$ cat src/rtl/uart_pkg.sv
// Shared UART definitions: TX state encoding, default baud divisor and parity helper.
package uart_pkg;

  typedef enum logic [2:0] {
    IDLE,
    START,
    DATA,
    PARITY,
    STOP
  } uart_tx_state_e;

  localparam int unsigned CLKS_PER_BIT_DEFAULT = 434;

  // Parity over the low nbits of data; odd=1 inverts the result.
  function automatic logic par_calc(input logic [7:0] data, input int unsigned nbits,
                                    input logic odd);
    logic p;
    p = odd;
    for (int unsigned i = 0; i < 8; i++) begin
      if (i < nbits) p = p ^ data[i];
    end
    return p;
  endfunction

endpackage

$ cat src/rtl/uart_baud_cnt.sv
// Bit-period counter: counts 0..TERMINAL and wraps, tick_o marks the last cycle of a bit.
module uart_baud_cnt #(
  parameter int unsigned TERMINAL = 433
) (
  input  logic clk,
  input  logic rst_ni,
  input  logic clr_i,
  input  logic en_i,
  output logic tick_o
);

  logic [15:0] cnt_q, cnt_d;

  assign tick_o = (cnt_q == 16'(TERMINAL));

  always_comb begin
    cnt_d = cnt_q;
    if (clr_i) begin
      cnt_d = '0;
    end else if (en_i) begin
      cnt_d = tick_o ? '0 : cnt_q + 16'd1;
    end
  end

  always_ff @(posedge clk or negedge rst_ni) begin
    if (!rst_ni) begin
      cnt_q <= '0;
    end else begin
      cnt_q <= cnt_d;
    end
  end

endmodule

$ cat src/rtl/uart_tx_core.sv
// UART transmitter: valid/ready byte intake, LSB-first frame with optional parity and 1-2 stops.
module uart_tx_core
  import uart_pkg::*;
#(
  parameter int unsigned CLKS_PER_BIT = CLKS_PER_BIT_DEFAULT,
  parameter int unsigned DATA_BITS    = 8,
  parameter int unsigned PARITY_EN    = 0,
  parameter int unsigned PARITY_ODD   = 0,
  parameter int unsigned STOP_BITS    = 1
) (
  input  logic       clk,
  input  logic       rst_ni,
  input  logic [7:0] tx_data_i,
  input  logic       tx_valid_i,
  output logic       tx_ready_o,
  output logic       tx_busy_o,
  output logic       tx_done_o,
  output logic       tx_o
);

  localparam logic [7:0] DataMask = 8'((16'd1 << DATA_BITS) - 16'd1);

  uart_tx_state_e state_q, state_d;
  logic [7:0]     shreg_q, shreg_d;
  logic [2:0]     bit_q, bit_d;
  logic           par_q, par_d;
  logic           tx_q, tx_d;
  logic           tick;
  logic           accept;
  logic           last_data;
  logic           last_stop;

  assign accept    = tx_valid_i && (state_q == IDLE);
  assign last_data = (bit_q == 3'(DATA_BITS - 1));
  assign last_stop = (bit_q == 3'(STOP_BITS - 1));

  uart_baud_cnt #(
    .TERMINAL (CLKS_PER_BIT - 1)
  ) u_baud_cnt (
    .clk    (clk),
    .rst_ni (rst_ni),
    .clr_i  (state_q == IDLE),
    .en_i   (state_q != IDLE),
    .tick_o (tick)
  );

  always_ff @(posedge clk or negedge rst_ni) begin
    if (!rst_ni) begin
      state_q <= IDLE;
    end else begin
      state_q <= state_d;
    end
  end

  always_comb begin
    state_d = state_q;
    unique case (state_q)
      IDLE:    if (accept) state_d = START;
      START:   if (tick) state_d = DATA;
      DATA:    if (tick && last_data) state_d = (PARITY_EN != 0) ? PARITY : STOP;
      PARITY:  if (tick) state_d = STOP;
      STOP:    if (tick && last_stop) state_d = IDLE;
      default: state_d = IDLE;
    endcase
  end

  // Parity is frozen at acceptance so it never depends on the shifting register.
  always_comb begin
    shreg_d = shreg_q;
    bit_d   = bit_q;
    par_d   = par_q;
    if (accept) begin
      shreg_d = tx_data_i & DataMask;
      par_d   = par_calc(tx_data_i, DATA_BITS, PARITY_ODD != 0);
      bit_d   = '0;
    end else if (tick) begin
      if (state_q == DATA) begin
        shreg_d = shreg_q >> 1;
        bit_d   = last_data ? 3'd0 : bit_q + 3'd1;
      end else if (state_q == STOP) begin
        bit_d = last_stop ? 3'd0 : bit_q + 3'd1;
      end
    end
  end

  // The line level is decoded from next-state values so tx_o is a true flop.
  always_comb begin
    tx_d = 1'b1;
    unique case (state_d)
      START:   tx_d = 1'b0;
      DATA:    tx_d = shreg_d[0];
      PARITY:  tx_d = par_d;
      default: tx_d = 1'b1;
    endcase
  end

  always_ff @(posedge clk or negedge rst_ni) begin
    if (!rst_ni) begin
      shreg_q <= '0;
      bit_q   <= '0;
      par_q   <= 1'b0;
      tx_q    <= 1'b1;
    end else begin
      shreg_q <= shreg_d;
      bit_q   <= bit_d;
      par_q   <= par_d;
      tx_q    <= tx_d;
    end
  end

  assign tx_o       = tx_q;
  assign tx_ready_o = (state_q == IDLE);
  assign tx_busy_o  = (state_q != IDLE);
  assign tx_done_o  = (state_q == STOP) && tick && last_stop;

endmodule
$ cat config.mk
export PLATFORM = sky130hd
export DESIGN_NAME = uart_tx_core
export DESIGN_NICKNAME = d
export VERILOG_FILES = /design/src/rtl/uart_pkg.sv /design/src/rtl/uart_baud_cnt.sv /design/src/rtl/uart_tx_core.sv
export SDC_FILE = /design/constraint.sdc
export NUM_CORES = 1
export LEC_CHECK = 0
export CAP_MARGIN = 25
export CORE_ASPECT_RATIO = 0.8
export CORE_MARGIN = 3
export CORE_UTILIZATION = 57
export DETAILED_ROUTE_END_ITERATION = 6
export GPL_TIMING_DRIVEN = 0
export PLACE_DENSITY_LB_ADDON = 0.25
export REMOVE_ABC_BUFFERS = 1
export SLEW_MARGIN = 30
export SYNTH_ARGS = -nofsm -noshare
export SYNTH_HDL_FRONTEND = slang
export SYNTH_SLANG_ARGS = --single-unit
$ cat constraint.sdc
create_clock -name clk -period 2.1 [get_ports clk]
set_input_delay 0.42 -clock clk [delete_from_list [all_inputs] [get_ports clk]]
set_output_delay 0.42 -clock clk [all_outputs]
set_load 0.02 [all_outputs]
==> impl_metrics.prom <==
# TYPE chip_impl_metric gauge
chip_impl_metric{name="initial_antenna_violation_count",unit=""} 0
chip_impl_metric{name="period_minus_slack",unit="ns"} 2.19
chip_impl_metric{name="place_congestion",unit=""} 0.847
chip_impl_metric{name="die-width",unit="um"} 67.6
chip_impl_metric{name="worst-endpoint-required",unit="ns"} 1.68
chip_impl_metric{name="drt-total-wl",unit="um"} 3600
chip_impl_metric{name="maximum_number_of_pins_on_one_net_before_global_route_repair",unit=""} 33
chip_impl_metric{name="max_slew_headroom",unit="%"} 54.3
chip_impl_metric{name="coreArea",unit="um^2"} 2830
chip_impl_metric{name="final-max-slew-violation-count",unit=""} 0
chip_impl_info{name="critical_path.startpoint_type",value="flip-flop"} 1
chip_impl_metric{name="gr-usage-all-layers",unit="%"} 21.4
chip_impl_metric{name="detailroute.via_count",unit=""} 1375
chip_impl_metric{name="syn2layout_area_growth",unit="%"} 20.3
chip_impl_metric{name="drc_errors",unit=""} 0
chip_impl_metric{name="maximum_achievable_frequency",unit="MHz"} 456
chip_impl_info{name="buffer_type_at_the_clock_tree_root",value="sky130_fd_sc_hd__clkbuf_8"} 1
chip_impl_metric{name="total_power",unit="mW"} 1.63
chip_impl_metric{name="gr-total-overflow",unit=""} 0
chip_impl_info{name="worst_path_dominant_cell_family",value="simple AND/OR/NAND/NOR gates"} 1
chip_impl_metric{name="yosysTopAreaCellShare",unit="%"} 44.9
chip_impl_metric{name="detail_route.iter0.violations",unit=""} 84
chip_impl_metric{name="cts_htree_levels",unit=""} 2
chip_impl_metric{name="crit_fanout",unit=""} 2
chip_impl_metric{name="num_antenna_cells",unit=""} 0
chip_impl_metric{name="worst_setup_hold_path_clk_slew",unit="ns"} 0.06
chip_impl_metric{name="dpl_worst_slack",unit="ns"} -0.463
chip_impl_metric{name="setup_viol_count_final",unit=""} 1
chip_impl_info{name="rsz0062_at_grt",value="true"} 1
chip_impl_metric{name="die-area",unit="um^2"} 3730
chip_impl_metric{name="critical_path.n_buffers_inverters",unit=""} 2
chip_impl_metric{name="timing.final.hold_violations",unit=""} 0
chip_impl_metric{name="placement.cell_area",unit="um^2"} 1880
chip_impl_info{name="yosysTopAreaCell",value="sky130_fd_sc_hd__dfrtp_1"} 1
chip_impl_metric{name="hold_bufs_at_cts",unit=""} 0
chip_impl_metric{name="worst_path_largest_cell_delay",unit="ns"} 0.38
chip_impl_metric{name="initial_utilization",unit="%"} 61.1
chip_impl_info{name="timing.critical_path.to_type",value="output port"} 1
chip_impl_metric{name="total_of_warnings_raised_by_yosys",unit=""} 0
chip_impl_info{name="synth_top_cells_by_area",value="sky130_fd_sc_hd__dfrtp_1 45%, sky130_fd_sc_hd__xnor2_1 6.6%, sky130_fd_sc_hd__nor2_1 4.3%"} 1
chip_impl_metric{name="final_min_period_over_clock_period",unit="%"} 104
chip_impl_metric{name="post_synth_num_cell_types",unit=""} 41
chip_impl_info{name="failed_checks",value="setup timing"} 1
chip_impl_metric{name="clock_latency",unit="ns"} 0.28
chip_impl_metric{name="die_h",unit="um"} 55.2
chip_impl_metric{name="first_pass_grt_wire_length",unit="um"} 5980
chip_impl_metric{name="arrival",unit="ns"} 1.77
chip_impl_info{name="cell_chain_critical_path",value="inv_1 > ha_2 > nor4bb_4 > and4_4 > nand2_4 > nor4_4 > buf_4"} 1
chip_impl_metric{name="antenna_left",unit=""} 0
chip_impl_metric{name="post_drt_wl_per_cell",unit="um"} 15.1
chip_impl_metric{name="max_cap_viol_count",unit=""} 0
chip_impl_metric{name="via_count_of_the_first_global_routing_pass",unit=""} 1298
chip_impl_metric{name="maximum_clock_skew_at_final_layout",unit="ns"} 0.00620
chip_impl_info{name="status",value="complete, but fails checks"} 1
chip_impl_metric{name="numClockSinks",unit=""} 32
chip_impl_metric{name="worst_pin_slew",unit="ns"} 0.686
chip_impl_metric{name="syn-instance-count",unit=""} 180
chip_impl_metric{name="yosys_register_bits",unit=""} 32
chip_impl_metric{name="place.port_buffers",unit=""} 14
chip_impl_metric{name="num_rows",unit=""} 17
chip_impl_info{name="crit_path_max_delay_cell_type",value="sky130_fd_sc_hd__dfrtp_1"} 1
chip_impl_metric{name="place.detailed.hpwl",unit="um"} 2460
chip_impl_metric{name="vdd.ir_drop.worst",unit="mV"} 0.759
chip_impl_metric{name="powerDensity",unit="nW/um^2"} 786
chip_impl_metric{name="seq_area_frac_synth",unit="%"} 46.4
chip_impl_metric{name="drt_pass1_iterations",unit=""} 4
chip_impl_metric{name="area_of_the_mapped_netlist",unit="um^2"} 1730
chip_impl_info{name="hold_class",value="input pin to async pin"} 1
chip_impl_metric{name="setup_slack",unit="ns"} -0.0922
chip_impl_info{name="clock_tree_from_tritoncts",value="built"} 1
chip_impl_metric{name="final_net_count",unit=""} 215
chip_impl_info{name="criticalPathCategory",value="flip-flop to output port"} 1
chip_impl_metric{name="max-clock-path-buffers",unit=""} 2
chip_impl_metric{name="final_design_area_no_fill",unit="um^2"} 2080
chip_impl_metric{name="avgSynthCellArea",unit="um^2"} 9.60
chip_impl_metric{name="post_drt_via_cell_ratio",unit=""} 5.78
chip_impl_metric{name="holdWs",unit="ns"} 0.173
chip_impl_metric{name="cts_buffers",unit=""} 5
chip_impl_metric{name="drive_above_1_share",unit="%"} 16.0
chip_impl_metric{name="num_io_pins",unit=""} 15
chip_impl_metric{name="leakage",unit="nW"} 0.926
-- repair_timing --
item                                   4_1_cts  5_1_grt
setup endpoints to repair                    3        3
gates cloned                                 0        0
setup buffers                                1        3
pin swaps                                    2        2
resized for setup                           10       15
endpoints found under the hold margin        0        0
-- state kept, by name, indices dropped and copies added (netlist names) --
register,flops
shreg_q,8
par_q,1
u_baud_cnt.cnt_q,16
bit_q,3
tx_o,1
state_q,3
-- synth_stat cells (all sizes together) --
| cell | n |
|---|---|
| and3 | 3 |
| o22a | 1 |
| a32o | 1 |
| and4b | 2 |
| nand3 | 10 |
| a21boi | 1 |
| and4 | 2 |
| and2 | 2 |
| ha | 5 |
| or3 | 2 |
| xnor2 | 13 |
| a211o | 2 |
| buf | 4 |
| nor4bb | 1 |
| a31oi | 1 |
| mux2i | 6 |
| o221a | 1 |
| nor3 | 4 |
| o31ai | 1 |
| o21ai | 12 |
| nor2b | 1 |
| dfstp | 1 |
| nor2 | 20 |
| and4bb | 1 |
| nand2 | 17 |
| dfrtp | 31 |
| a31o | 1 |
| a211oi | 1 |
| xor2 | 6 |
| inv | 10 |
| a21oi | 3 |
| clkbuf | 2 |
| or4 | 1 |
| a21o | 1 |
| nand4 | 4 |
| nor4 | 3 |
| nand2b | 2 |
| o21a | 1 |
-- path summary, 6_finish.rpt --
path | startpoint | to | slack (ns) | cells past startpoint
min | rst_ni | u_baud_cnt.cnt_q[13] | 0.17 | 1
max | u_baud_cnt.cnt_q[1] | tx_done_o | -0.09 | 7
min in group clk | u_baud_cnt.cnt_q[0] | u_baud_cnt.cnt_q[0] | 0.51 | 1
max reg2reg | u_baud_cnt.cnt_q[1] | shreg_q[1] | 0.18 | 8
max in group asynchronous | rst_ni | state_q[0] | 1.44 | 1
min reg2reg | u_baud_cnt.cnt_q[0] | u_baud_cnt.cnt_q[0] | 0.51 | 1
-- cell type report --
type	instances	area, um^2
multi-input combinational	132	932
sequential	32	806
fill	198	749
timing repair buffer	18	164
clock buffer	6	82.6
tap	38	47.5
inverter	10	37.5
clock inverter	2	10.0
-- worst register-to-register path: cells and delay by family, from the launching register on --
family	cells	cell delay, ns
DFF	1	0.38
and+or+nand+nor	3	0.68
muxes	1	0.24
AOI/OAI and AO/OA	1	0.09
adders and majority gates	1	0.18
buffers and inverters	2	0.20
-- per-layer routing --
metal,up-vias,global-route usage (%),wire [um]
li1,663,-,-
met2,36,30.5,1720
met5,-,0,0
met3,5,5.49,150
met4,0,8.67,57
met1,671,30.8,1670
-- report_power, final --
part / switching (mW) / total [mW] / leakage, nW / internal, mW
clock network: 0.217 / 0.478 / 0.0510 / 0.261
registers: 0.105 / 0.828 / 0.413 / 0.723
logic: 0.156 / 0.329 / 0.463 / 0.173
total: 0.478 / 1.63 / 0.926 / 1.16
-- cells in the final DEF (no fill, tap or decap), types with 2 or more instances in the layout --
| cell type | instances |
|---|---|
| sky130_fd_sc_hd__o21ai_0 | 12 |
| sky130_fd_sc_hd__clkinv_2 | 2 |
| sky130_fd_sc_hd__a211o_1 | 2 |
| sky130_fd_sc_hd__nand3_1 | 10 |
| sky130_fd_sc_hd__xor2_1 | 6 |
| sky130_fd_sc_hd__or3_1 | 2 |
| sky130_fd_sc_hd__buf_4 | 5 |
| sky130_fd_sc_hd__nor4_4 | 2 |
| sky130_fd_sc_hd__ha_1 | 4 |
| sky130_fd_sc_hd__nor3_1 | 2 |
| sky130_fd_sc_hd__nand2b_1 | 2 |
| sky130_fd_sc_hd__xnor2_1 | 13 |
| sky130_fd_sc_hd__inv_1 | 10 |
| sky130_fd_sc_hd__nor2_1 | 20 |
| sky130_fd_sc_hd__nand4_1 | 3 |
| sky130_fd_sc_hd__a21oi_1 | 3 |
| sky130_fd_sc_hd__mux2i_1 | 6 |
| sky130_fd_sc_hd__dfrtp_1 | 28 |
| sky130_fd_sc_hd__and3_1 | 2 |
| sky130_fd_sc_hd__dfrtp_2 | 3 |
| sky130_fd_sc_hd__clkbuf_8 | 6 |
| sky130_fd_sc_hd__and4b_1 | 2 |
| sky130_fd_sc_hd__clkdlybuf4s50_1 | 10 |
| sky130_fd_sc_hd__nand2_1 | 16 |
| sky130_fd_sc_hd__and2_1 | 2 |
-- logic make-up after synthesis --
kind of cell	after synthesis	share of synthesized area [%]
AND/OR/NAND/NOR	75	22.8
XOR/XNOR	19	9.63
multiplexers	6	3.48
adder cells (fa/ha/maj)	5	3.62
buffers and inverters	16	3.91
AO/OA/AOI/OAI	27	10.1
flip-flops	32	46.4
-- stage by stage --
| stage | setup TNS, ns | utilization (%) | std cells |
|---|---|---|---|
| after floorplan | -0.0782 | - | 174 |
| after global placement | -0.444 | 66.7 | 226 |
| after detailed placement | -0.463 | 66.5 | 226 |
| after CTS | -0.132 | 70.3 | 235 |
| after global routing | -0.175 | 73.5 | 238 |
| final | -0.0922 | 73.5 | 238 |
No activity file was read; power rests on OpenSTA's default activity.
